## config.mk

```make
export PLATFORM = sky130hd
export DESIGN_NAME = exe_muldiv_ctrl
export DESIGN_NICKNAME = d
export VERILOG_FILES = /design/src/rtl/exe_muldiv_ctrl.sv
export SDC_FILE = /design/constraint.sdc
export NUM_CORES = 1
export LEC_CHECK = 0
export CELL_PAD_IN_SITES_DETAIL_PLACEMENT = 1
export CELL_PAD_IN_SITES_GLOBAL_PLACEMENT = 2
export CORE_MARGIN = 2
export CORE_UTILIZATION = 33
export DETAILED_ROUTE_END_ITERATION = 7
export GPL_TIMING_DRIVEN = 0
export PLACE_DENSITY = 0.91
export SYNTH_ARGS = -nofsm -noshare
export SYNTH_HDL_FRONTEND = slang
export SYNTH_SLANG_ARGS = --single-unit
```

## constraint.sdc

```tcl
create_clock -name clk -period 3.7 [get_ports clk]
set_input_delay 0.925 -clock clk [delete_from_list [all_inputs] [get_ports clk]]
set_output_delay 0.925 -clock clk [all_outputs]
set_load 0.02 [all_outputs]
```

## src/rtl/exe_muldiv_ctrl.sv

```systemverilog
`default_nettype none
// ============================================================================
// Module   : exe_muldiv_ctrl
// Purpose  : Iterative multiply/divide sequencer beside the EXE-stage ALU.
//            Executes MULTU/MULT (shift-add) and DIVU/DIV (restoring) in
//            WIDTH iterations, stalls the pipeline while running and owns
//            the architectural HI/LO registers (also written by MTHI/MTLO).
// Ports    : clk, rst       - clock, synchronous active-high reset
//            i_MD_start     - one-cycle start request
//            i_MD_op        - 00 MULTU, 01 MULT, 10 DIVU, 11 DIV
//            i_MD_a/i_MD_b  - operands (rs/rt)
//            i_MD_mthi/mtlo - write i_MD_wdata into HI/LO (idle only)
//            o_MD_busy      - pipeline stall, high whenever not idle
//            o_MD_done      - one-cycle pulse, HI/LO freshly updated
//            o_MD_hi/o_MD_lo- HI/LO registers
// Revision : 1.0 - initial release
// ============================================================================
module exe_muldiv_ctrl #(
    parameter int WIDTH = 32,
    parameter int CW    = 5
) (
    input  logic             clk,
    input  logic             rst,
    input  logic             i_MD_start,
    input  logic [1:0]       i_MD_op,
    input  logic [WIDTH-1:0] i_MD_a,
    input  logic [WIDTH-1:0] i_MD_b,
    input  logic             i_MD_mthi,
    input  logic             i_MD_mtlo,
    input  logic [WIDTH-1:0] i_MD_wdata,
    output logic             o_MD_busy,
    output logic             o_MD_done,
    output logic [WIDTH-1:0] o_MD_hi,
    output logic [WIDTH-1:0] o_MD_lo
);

    typedef enum logic [1:0] {
        S_IDLE = 2'd0,
        S_CALC = 2'd1,
        S_FIX  = 2'd2
    } state_t;

    localparam logic [CW-1:0] c_LAST_CNT = CW'(WIDTH - 1);

    state_t             state_q,   state_d;
    logic [CW-1:0]      cnt_q,     cnt_d;
    logic [1:0]         op_q,      op_d;
    // Multiplicand (MUL) or divisor (DIV), always a magnitude
    logic [WIDTH-1:0]   opnd_q,    opnd_d;
    // MUL: {partial product hi, multiplier/product lo}; DIV: {remainder, quotient}
    logic [2*WIDTH-1:0] acc_q,     acc_d;
    logic               neg_res_q, neg_res_d;
    logic               neg_rem_q, neg_rem_d;
    logic               bzero_q,   bzero_d;
    logic               done_q,    done_d;
    logic [WIDTH-1:0]   hi_q,      hi_d;
    logic [WIDTH-1:0]   lo_q,      lo_d;

    // ------------------------------------------------------------------
    // Operand magnitudes at start. 0x80000000 negates to itself, which is
    // the correct magnitude once treated as unsigned.
    // ------------------------------------------------------------------
    logic [WIDTH-1:0] w_abs_a;
    logic [WIDTH-1:0] w_abs_b;

    always_comb begin
        w_abs_a = (i_MD_op[0] && i_MD_a[WIDTH-1]) ? (~i_MD_a + 1'b1) : i_MD_a;
        w_abs_b = (i_MD_op[0] && i_MD_b[WIDTH-1]) ? (~i_MD_b + 1'b1) : i_MD_b;
    end

    // ------------------------------------------------------------------
    // One shift-add multiply step: conditional add into the upper half,
    // the carry becomes the new MSB after the right shift.
    // ------------------------------------------------------------------
    logic [WIDTH:0]     w_mul_sum;
    logic [2*WIDTH-1:0] w_mul_next;

    always_comb begin
        w_mul_sum  = {1'b0, acc_q[2*WIDTH-1:WIDTH]}
                   + (acc_q[0] ? {1'b0, opnd_q} : {(WIDTH+1){1'b0}});
        w_mul_next = {w_mul_sum, acc_q[WIDTH-1:1]};
    end

    // ------------------------------------------------------------------
    // One restoring divide step. The shifted remainder needs WIDTH+1 bits;
    // when the trial subtraction fits, the difference is below the divisor
    // and therefore fits back into WIDTH bits. With a zero divisor every
    // step "fits", so the quotient fills with ones and the remainder ends
    // up holding the dividend.
    // ------------------------------------------------------------------
    logic [WIDTH:0]     w_rem_sh;
    logic               w_fits;
    logic [WIDTH-1:0]   w_sub;
    logic [2*WIDTH-1:0] w_div_next;

    always_comb begin
        w_rem_sh   = acc_q[2*WIDTH-1:WIDTH-1];
        w_fits     = (w_rem_sh >= {1'b0, opnd_q});
        w_sub      = w_rem_sh[WIDTH-1:0] - opnd_q;
        w_div_next = {(w_fits ? w_sub : w_rem_sh[WIDTH-1:0]),
                      acc_q[WIDTH-2:0], w_fits};
    end

    // ------------------------------------------------------------------
    // Sign correction applied in FIX.
    // ------------------------------------------------------------------
    logic [2*WIDTH-1:0] w_prod_fix;
    logic [WIDTH-1:0]   w_quo_fix;
    logic [WIDTH-1:0]   w_rem_fix;

    always_comb begin
        w_prod_fix = neg_res_q ? (~acc_q + 1'b1) : acc_q;
        // Divide by zero always reports an all-ones quotient, regardless of sign
        if (bzero_q) begin
            w_quo_fix = {WIDTH{1'b1}};
        end else if (neg_res_q) begin
            w_quo_fix = ~acc_q[WIDTH-1:0] + 1'b1;
        end else begin
            w_quo_fix = acc_q[WIDTH-1:0];
        end
        w_rem_fix = neg_rem_q ? (~acc_q[2*WIDTH-1:WIDTH] + 1'b1)
                              : acc_q[2*WIDTH-1:WIDTH];
    end

    // ------------------------------------------------------------------
    // Next-state and datapath control
    // ------------------------------------------------------------------
    always_comb begin
        state_d   = state_q;
        cnt_d     = cnt_q;
        op_d      = op_q;
        opnd_d    = opnd_q;
        acc_d     = acc_q;
        neg_res_d = neg_res_q;
        neg_rem_d = neg_rem_q;
        bzero_d   = bzero_q;
        done_d    = 1'b0;
        hi_d      = hi_q;
        lo_d      = lo_q;

        case (state_q)
            S_IDLE: begin
                if (i_MD_start) begin
                    op_d      = i_MD_op;
                    opnd_d    = i_MD_op[1] ? w_abs_b : w_abs_a;
                    acc_d     = {{WIDTH{1'b0}}, (i_MD_op[1] ? w_abs_a : w_abs_b)};
                    neg_res_d = i_MD_op[0] & (i_MD_a[WIDTH-1] ^ i_MD_b[WIDTH-1]);
                    neg_rem_d = i_MD_op[0] & i_MD_a[WIDTH-1];
                    bzero_d   = (i_MD_b == {WIDTH{1'b0}});
                    cnt_d     = {CW{1'b0}};
                    state_d   = S_CALC;
                end else begin
                    // Start has priority, so MT writes only land here
                    if (i_MD_mthi) begin
                        hi_d = i_MD_wdata;
                    end
                    if (i_MD_mtlo) begin
                        lo_d = i_MD_wdata;
                    end
                end
            end

            S_CALC: begin
                acc_d = op_q[1] ? w_div_next : w_mul_next;
                cnt_d = cnt_q + 1'b1;
                if (cnt_q == c_LAST_CNT) begin
                    state_d = S_FIX;
                end
            end

            S_FIX: begin
                if (op_q[1]) begin
                    hi_d = w_rem_fix;
                    lo_d = w_quo_fix;
                end else begin
                    hi_d = w_prod_fix[2*WIDTH-1:WIDTH];
                    lo_d = w_prod_fix[WIDTH-1:0];
                end
                done_d  = 1'b1;
                state_d = S_IDLE;
            end

            default: begin
                state_d = S_IDLE;
            end
        endcase
    end

    always_ff @(posedge clk) begin
        if (rst) begin
            state_q   <= S_IDLE;
            cnt_q     <= {CW{1'b0}};
            op_q      <= 2'b00;
            opnd_q    <= {WIDTH{1'b0}};
            acc_q     <= {(2*WIDTH){1'b0}};
            neg_res_q <= 1'b0;
            neg_rem_q <= 1'b0;
            bzero_q   <= 1'b0;
            done_q    <= 1'b0;
            hi_q      <= {WIDTH{1'b0}};
            lo_q      <= {WIDTH{1'b0}};
        end else begin
            state_q   <= state_d;
            cnt_q     <= cnt_d;
            op_q      <= op_d;
            opnd_q    <= opnd_d;
            acc_q     <= acc_d;
            neg_res_q <= neg_res_d;
            neg_rem_q <= neg_rem_d;
            bzero_q   <= bzero_d;
            done_q    <= done_d;
            hi_q      <= hi_d;
            lo_q      <= lo_d;
        end
    end

    assign o_MD_busy = (state_q != S_IDLE);
    assign o_MD_done = done_q;
    assign o_MD_hi   = hi_q;
    assign o_MD_lo   = lo_q;

endmodule
`default_nettype wire

```

* After elaboration in Yosys (flattened, before gate mapping)
Index checks and enable logic that the tools add are counted.
** Storage, ports and cells
- Register bits :: 173
- Latch bits :: 0
- RAM bits :: 0
- Bits in read-only memories :: 0
- Logic and storage cells :: 75
- Memories kept :: 0
** Operators by class
- Add/subtract/negate cells :: 8
- Multiply operators :: 0
- Divide/modulo/power cells :: 0
- Order comparisons :: 1
- Eq/ne operators :: 8
- Shift-type cells :: 0
- Muxes and demuxes :: 27
- Bitwise operators :: 8
- Reduce and logical (&&, ||, !) cells :: 12
** Operator list (number)
- $mux 32 :: 15
- $mux 64 :: 3
- $add 32x1->32 const B :: 4
- $not 32->32 :: 4
- $pmux 32 s2 :: 2
- $pmux 64 s2 :: 1
- $add 64x1->64 const B :: 1
- $not 64->64 :: 1
- $add 32x32->33 :: 1
- $ge 33x32->1 :: 1
- $logic_not 32->1 :: 1
- $sub 32x32->32 :: 1
- $ne 2x2->1 const B :: 5
- $pmux 5 s2 :: 1
- $reduce_and 2->1 :: 3
- $reduce_and 3->1 :: 2
- $reduce_bool 2->1 :: 3
- $add 5x1->5 const B :: 1
- $eq 5x5->1 const B :: 1
- $mux 5 :: 1
- $mux 2 :: 2
- $pmux 2 s2 :: 1
- $and 1x1->1 :: 2
- $eq 2x1->1 const B :: 1
- other kinds (5) :: 6

* Longest topological paths before layout
Gate-level depths: netlist of the first run.
- Depth after elaboration :: 6
- Gate-level depth with buffers :: 14
- Gate-level depth less buffers :: 13

* Least setup slack after synthesis of the first run
OpenSTA, ideal clock, no wires.
- Path kind :: input-to-reg
- From :: in i_MD_a[0]
- To :: reg acc_q[22]
- Setup time :: 0.134 ns
- Data arrival time :: 3.061 ns
- Slack :: 0.505 ns
- Cell stages on the path :: 10
- Cells stage by stage :: inv_1 > ha_1 > or4b_2 > nor4_1 > nand3b_1 > nand2_1 > nand2_1 > xor2_1 > a211oi_1 > o22ai_1
** Between the ends
- Word-level cells in the longest chain between the ends :: 6
** Ends and longest elaborated chain
- start, declared :: RTL line 26 : input logic [WIDTH-1:0] i_MD_a,
- $not 32->32 :: RTL line 67 : w_abs_a = (i_MD_op[0] && i_MD_a[WIDTH-1]) ? (~i_MD_a + 1'b1) : i_MD_a;
- $add 32x1->32 :: RTL line 67
- $mux 32 :: RTL line 67
- $mux 32 :: RTL line 146 : acc_d = {{WIDTH{1'b0}}, (i_MD_op[1] ? w_abs_a : w_abs_b)};
- $mux 64 :: RTL line 143 : if (i_MD_start) begin
- $pmux 64 s2 :: RTL line 141 : case (state_q)
- end signal, assigned :: RTL line 195 : acc_q <= {(2*WIDTH){1'b0}};
- end, declared :: RTL line 51 : logic [2*WIDTH-1:0] acc_q, acc_d;
No other way between the ends. The select of a mux whose other input is x is not followed.
A chain may end at the register's enable or synchronous reset.

* Worst setup path in the final report of the first run
- From :: reg acc_q[0]
- To :: reg acc_q[62]
** Between the ends
- Word-level cells in the longest chain between the ends :: 4
** Ends and longest elaborated chain
- $mux 32 :: RTL line 80 : + (acc_q[0] ? {1'b0, opnd_q} : {(WIDTH+1){1'b0}});
- $add 32x32->33 :: RTL line 80
- $mux 64 :: RTL line 164 : acc_d = op_q[1] ? w_div_next : w_mul_next;
- $pmux 64 s2 :: RTL line 141
No other way between the ends.

==> flow_summary.ini, run 1 <==
[run_status]
outcome = complete, no violations

[final_layout]
syn_to_final_growth_pct = 22.88
antenna_cells = 0
final_cell_mix = 199 x nor2_1, 198 x nand2_1, 196 x a21oi_1
nNetsFinal = 2368
instances_no_fill = 2798
final_common_cell = nor2_1
design_area_um2 = 18210
final_layout_size_suffix_gt1_share_pct = 6.437
final_util_pct = 41.09

[clocking]
clock-root-buffer = clkbuf_16
hold_buffers = 0
htreeDepth = 4
cts_inserted_buffers = 17
cts_sinks = 172
insertion_delay_ps = 460
clk_path_buf_depth = 2
cts_tree = yes
clkTransAtPathRegs_ps = 80

[power]
p_seq_share_pct = 33.0
p_sw_mw = 2.577
swShare_pct = 40.51
power.internal_mw = 3.785
ir_worst_vdd_uv = 195.6
pwr-share-comb_pct = 36.3
leakage_nw = 6.629
power_mw = 6.361
power_density_nw_per_um2 = 349.3
pwr-share-clk_pct = 30.7

[synthesis]
synth_top_flop_cell = dfxtp_1
ys_seq_elements = 172
mappedNetlistArea_um2 = 14820
synthArstFlopShare_pct = 0
syn-num-nets = 2174
synthDistinctLibCells = 76
synth-seq-area-share_pct = 23.24
synth-edff-count = 0
synth_cells = 1999
synthesis.area_per_instance_um2 = 7.413
ys_warn_count = 0

[sta]
rsz0062_at_grt = true
skew_ps = 16.44
finalSetupTns_ps = 0
report.final.hold_viol_count = 0
max_freq_mhz = 276.3
setup_viol = 0
slew_violations = 0
worst_pin_slew_ps = 1264
fin_crit_sh_pct = 97.83
slew_headroom_pct = 15.45
layout_min_cycle_time_ps = 3620

[drt]
routed-wl-met2_um = 31420
wl_per_cell_um = 25.37
drtIter0Drc = 1487
routed.top_layer = met4
detailroute.via_count = 16700
ant_nets = 0
drt-total-wl_um = 70980
avgViaCountPerCell = 5.970
drt-met1-wl_um = 31680
route.detailed.drc = 0
drt_pre_antenna_iters = 7
wl_met3_um = 4640

[hold_path]
hp-class = flip-flop to flip-flop

[floorplanning]
die_h_um = 215.9
core-area_um2 = 44320
rows = 77
die_area_um2 = 46620
ios = 169
die_w_um = 215.9
initial_core_util_pct = 33.44

[placed_design]
io_buffers = 167
gp_congestion = 0.9446
hpwl_um = 57570
dp_cells = 2758
placed_cell_area_um2 = 17230

[worst_setup_path]
path_class = flip-flop to flip-flop
worstPathArrival_ps = 3970
critPathLaunchType = flip-flop
cp-end-kind = flip-flop
worst_ep_required_time_ps = 4050
cp_max_fo = 10

[global_route]
grt_pass1_vias = 16920
grt_first_pass_wirelength_um = 106400
antenna_found_initial = 0
grtUsageTotal_pct = 29.77
grt_max_degree = 19
grt-ovfl-total = 0

[flow_run]
max-cap-violations = 0
[cells by family (layout without fill, tap and decap cells)]
family	count (synthesis)	count (layout)	share of synthesized area (%)
mux	85	85	5.809
fa+ha+maj	72	72	6.181
simple gates	638	638	20.40
compound gates	654	654	28.95
xor+xnor	168	168	9.930
buf+inv	210	417	5.488
flops	172	172	23.24
[sequential cells by signal (all words and copies together) (netlist names)]
name	count
neg_res_q	1
bzero_q	1
neg_rem_q	1
o_MD_lo	32
cnt_q	5
op_q	1
acc_q	64
o_MD_done	1
o_MD_hi	32
opnd_q	32
state_q	2
[cell type report]
| cell class | count | area (um^2) |
|---|---|---|
| plain buffers | 141 | 568.0 |
| flip-flops and latches | 172 | 3452 |
| clock inverters | 14 | 160.2 |
| fillers | 5547 | 26110 |
| well taps | 592 | 740.7 |
| multi-input cells | 1617 | 10840 |
| inverters | 67 | 251.5 |
| clock buffers | 18 | 439.2 |
| repair buffers | 177 | 1754 |
[metal layers]
metal	global-route usage (%)	vias up
li1	-	7688
met1	40.01	8215
met2	47.70	672
met3	3.834	128
met4	13.04	0
met5	0	-
[worst paths after layout]
path | cells after the start | to | slack (ps) | startpoint
setup / recovery | 14 | acc_q[62] | 80 | acc_q[0]
hold / removal | 2 | opnd_q[5] | 460 | opnd_q[5]
setup reg to reg | 14 | acc_q[62] | 80 | acc_q[0]
hold reg to reg | 2 | opnd_q[5] | 460 | opnd_q[5]
[synth_stat cells, types with 28 or more instances]
master	number	area share, %
a21oi_1	201	6.8
nand2_1	199	5.0
nor2_1	199	5.0
dfxtp_1	172	23
clkbuf_1	120	3.0
o21ai_0	116	3.9
xnor2_1	107	6.3
a211oi_1	81	4.1
mux2i_1	77	5.2
ha_1	70	5.9
inv_1	67	1.7
xor2_1	61	3.6
nor3_1	43	1.5
o31ai_1	36	1.8
o211ai_1	33	1.7
nand3_1	32	1.1
o221ai_1	32	1.9
nand2b_1	28	1.2
[power by group through the flow]
stage                     Clock, mW  Combinational [mW]  Sequential, mW
after floorplan                   0                1.34            2.12
after global placement            0                2.15            2.13
after detailed placement          0                2.19            2.13
after CTS                      1.94                2.23            2.09
after global routing           2.01                2.48            2.11
final                          1.95                2.31            2.10
[per-stage QoR]
stage,setup slack (ps),hold WS [ps]
2_1_floorplan,505.3,428.7
3_3_place_gp,-762.7,443.7
3_5_place_dp,-809.1,448.5
4_1_cts,3.083,459.4
5_1_grt,-26.57,477.2
6_report,80.16,459.6
[worst max-delay path: stages, from the launching register on]
cell	delay [ps]
dfxtp_2	440
inv_2	140
clkbuf_4	230
nor2_1	140
ha_2	350
a21o_1	240
o21bai_1	200
a311oi_2	340
nor3b_1	220
o31a_1	240
buf_4	150
o31ai_4	90
a311oi_2	390
mux2i_1	130
o211a_1	210
[timing repair]
action                     in CTS  in global routing
buffers inserted                2                  8
gates resized for setup        34                 46
hold endpoints to repair        0                  0
setup endpoints to repair      54                 55
pin swaps                       2                 11
No activity file was read; power rests on OpenSTA's default activity.
==> run 2, diff against run 1 <==
Settings changed: GPL_TIMING_DRIVEN 0 to default.
==> run 2 against run 1 <==
Effect of this change: critical path depth fell by 2; die area did not move; total power fell by 0.77%; utilization rose by 0.52 points; global-route usage fell by 2.5 points; non-clock buffer count fell by 7.
==> flow_summary.ini, run 2 (synthesis gave the netlist of run 1 again) <==
[final_layout]
largest_reg_flops = 64
final_layout_size_suffix_gt1_share_pct = 10.37
final_cell_mix = 201 x a21oi_1, 198 x nand2_1, 197 x nor2_1
final_util_pct = 41.61
nNetsFinal = 2361
top_register = acc_q
syn_to_final_growth_pct = 24.44
multi_input_area_um2 = 10620
antenna_cells = 0
register_area_um2 = 3447
fill_cells = 5453
final_common_cell = a21oi_1

[run_status]
outcome = complete, no violations

[sta]
slew_violations = 0
fin_hold_ws_ps = 454.0
worst_pin_slew_ps = 1083
slew_headroom_pct = 27.79
rsz0062_at_grt = false
skew_ps = 12.44
finalSetupTns_ps = 0
layout_min_cycle_time_ps = 3600
max_freq_mhz = 277.8
report.final.hold_viol_count = 0
fin_crit_sh_pct = 97.31
setup_viol = 0

[worst_setup_path]
worst_ep_required_time_ps = 4090
cp_max_fo = 11
path_class = flip-flop to flip-flop
cp-end-kind = flip-flop
worstPathArrival_ps = 3990
critPathLaunchType = flip-flop

[floorplanning]
initial_core_util_pct = 33.44
core-area_um2 = 44320
die_w_um = 215.9
ios = 169
rows = 77
die_area_um2 = 46620
die_h_um = 215.9

[power]
ir_worst_vdd_uv = 319.7
pwr-share-clk_pct = 29.7
swShare_pct = 39.32
power_mw = 6.312
leakage_nw = 7.009
pwr-share-comb_pct = 37.3
p_sw_mw = 2.482
power_density_nw_per_um2 = 342.3
p_seq_share_pct = 33.0
power.internal_mw = 3.830

[clocking]
htreeDepth = 4
clk_path_buf_depth = 2
insertion_delay_ps = 460
clkTransAtPathRegs_ps = 80
cts_sinks = 172
hold_buffers = 0
cts_tree = yes
cts_inserted_buffers = 17
clock-root-buffer = clkbuf_16

[drt]
ant_nets = 0
avgViaCountPerCell = 5.872
drt_pre_antenna_iters = 5
detailroute.via_count = 16390
drt-total-wl_um = 65030
route.detailed.drc = 0
drtIter0Drc = 1356
wl_per_cell_um = 23.30

[flow_run]
max-cap-violations = 0

[placed_design]
hpwl_um = 52300
io_buffers = 168
gp_congestion = 0.9650

[global_route]
busiest_layer = met2
grt_pass1_vias = 16420
grtUsageMet2_pct = 43.07
grt-ovfl-total = 0
grtUsageTotal_pct = 27.22
grt_max_degree = 91
met3_usage_pct = 3.721
grtUsageMet1_pct = 38.08
antenna_found_initial = 1
grt_first_pass_wirelength_um = 99150

[hold_path]
hp-class = flip-flop to flip-flop
run 2: cell count changes in the layout (fill, tap and decap cells not counted), moves of 5 or more:
cell	previous run	this run
buf_1	13	0
dfxtp_2	7	0
a21oi_1	196	201
buf_4	12	140
o31ai_1	31	36
nor4_4	7	1
clkbuf_1	115	1
dfxtp_1	165	171
a21oi_2	6	1
run 2: cell type report:
class / count / share of cell area, %
repair buffers: 311 / 15.17
clock inverters: 14 / 0.8143
multi-input cells: 1617 / 57.61
flip-flops and latches: 172 / 18.69
well taps: 592 / 4.017
inverters: 67 / 1.364
clock buffers: 18 / 2.327
run 2: what timing repair did:
action / CTS / global route
hold endpoints to repair: 0 / 0
endpoints found under the setup margin: 0 / 9
gates resized for setup: 0 / 7
buffers inserted: 0 / 0
run 2: per-layer routing:
| layer | wire, um | part of all wire, % |
|---|---|---|
| met1 | 30420 | 47 |
| met2 | 28870 | 44 |
| met3 | 3907 | 6.0 |
| met4 | 1842 | 2.8 |
| met5 | 0 | 0 |
run 2: critical path, stage by stage, from the launching register on:
cell and delay (ps):
dfxtp_1 310, inv_1 160, ha_1 520, nand4_1 240, nor4_1 550, a31oi_1 160, o211ai_1 120, a21boi_0 150
o21a_1 180, buf_12 170, nor3_1 630, o21ai_0 170, a21oi_1 160
run 2: power by group through the flow:
stage / combinational [mW] / sequential (mW) / clock (mW)
detailed placement: 2.30 / 2.12 / 0
CTS: 2.31 / 2.08 / 1.89
floorplan: 1.34 / 2.12 / 0
global placement: 2.25 / 2.12 / 0
finish: 2.35 / 2.09 / 1.87
global route: 2.52 / 2.10 / 1.97
run 2: worst paths after layout:
kind,start,to,slack [ps],depth (start not counted)
worst max-delay path,opnd_q[20],acc_q[51],100,12
worst min-delay path,o_MD_lo[19],o_MD_lo[19],450,2
worst max register to register,opnd_q[20],acc_q[51],100,12
worst min register to register,o_MD_lo[19],o_MD_lo[19],450,2
run 2: metrics by stage:
stage          instance area, um^2  setup WS [ps]  instances
6_report                     18440          99.65       2791
5_1_grt                      18440          2.814       2791
4_1_cts                      18420          101.5       2791
3_5_place_dp                 17840         -236.8       2759
3_3_place_gp                 17840         -98.63       2759
2_1_floorplan                14820          505.3       1999
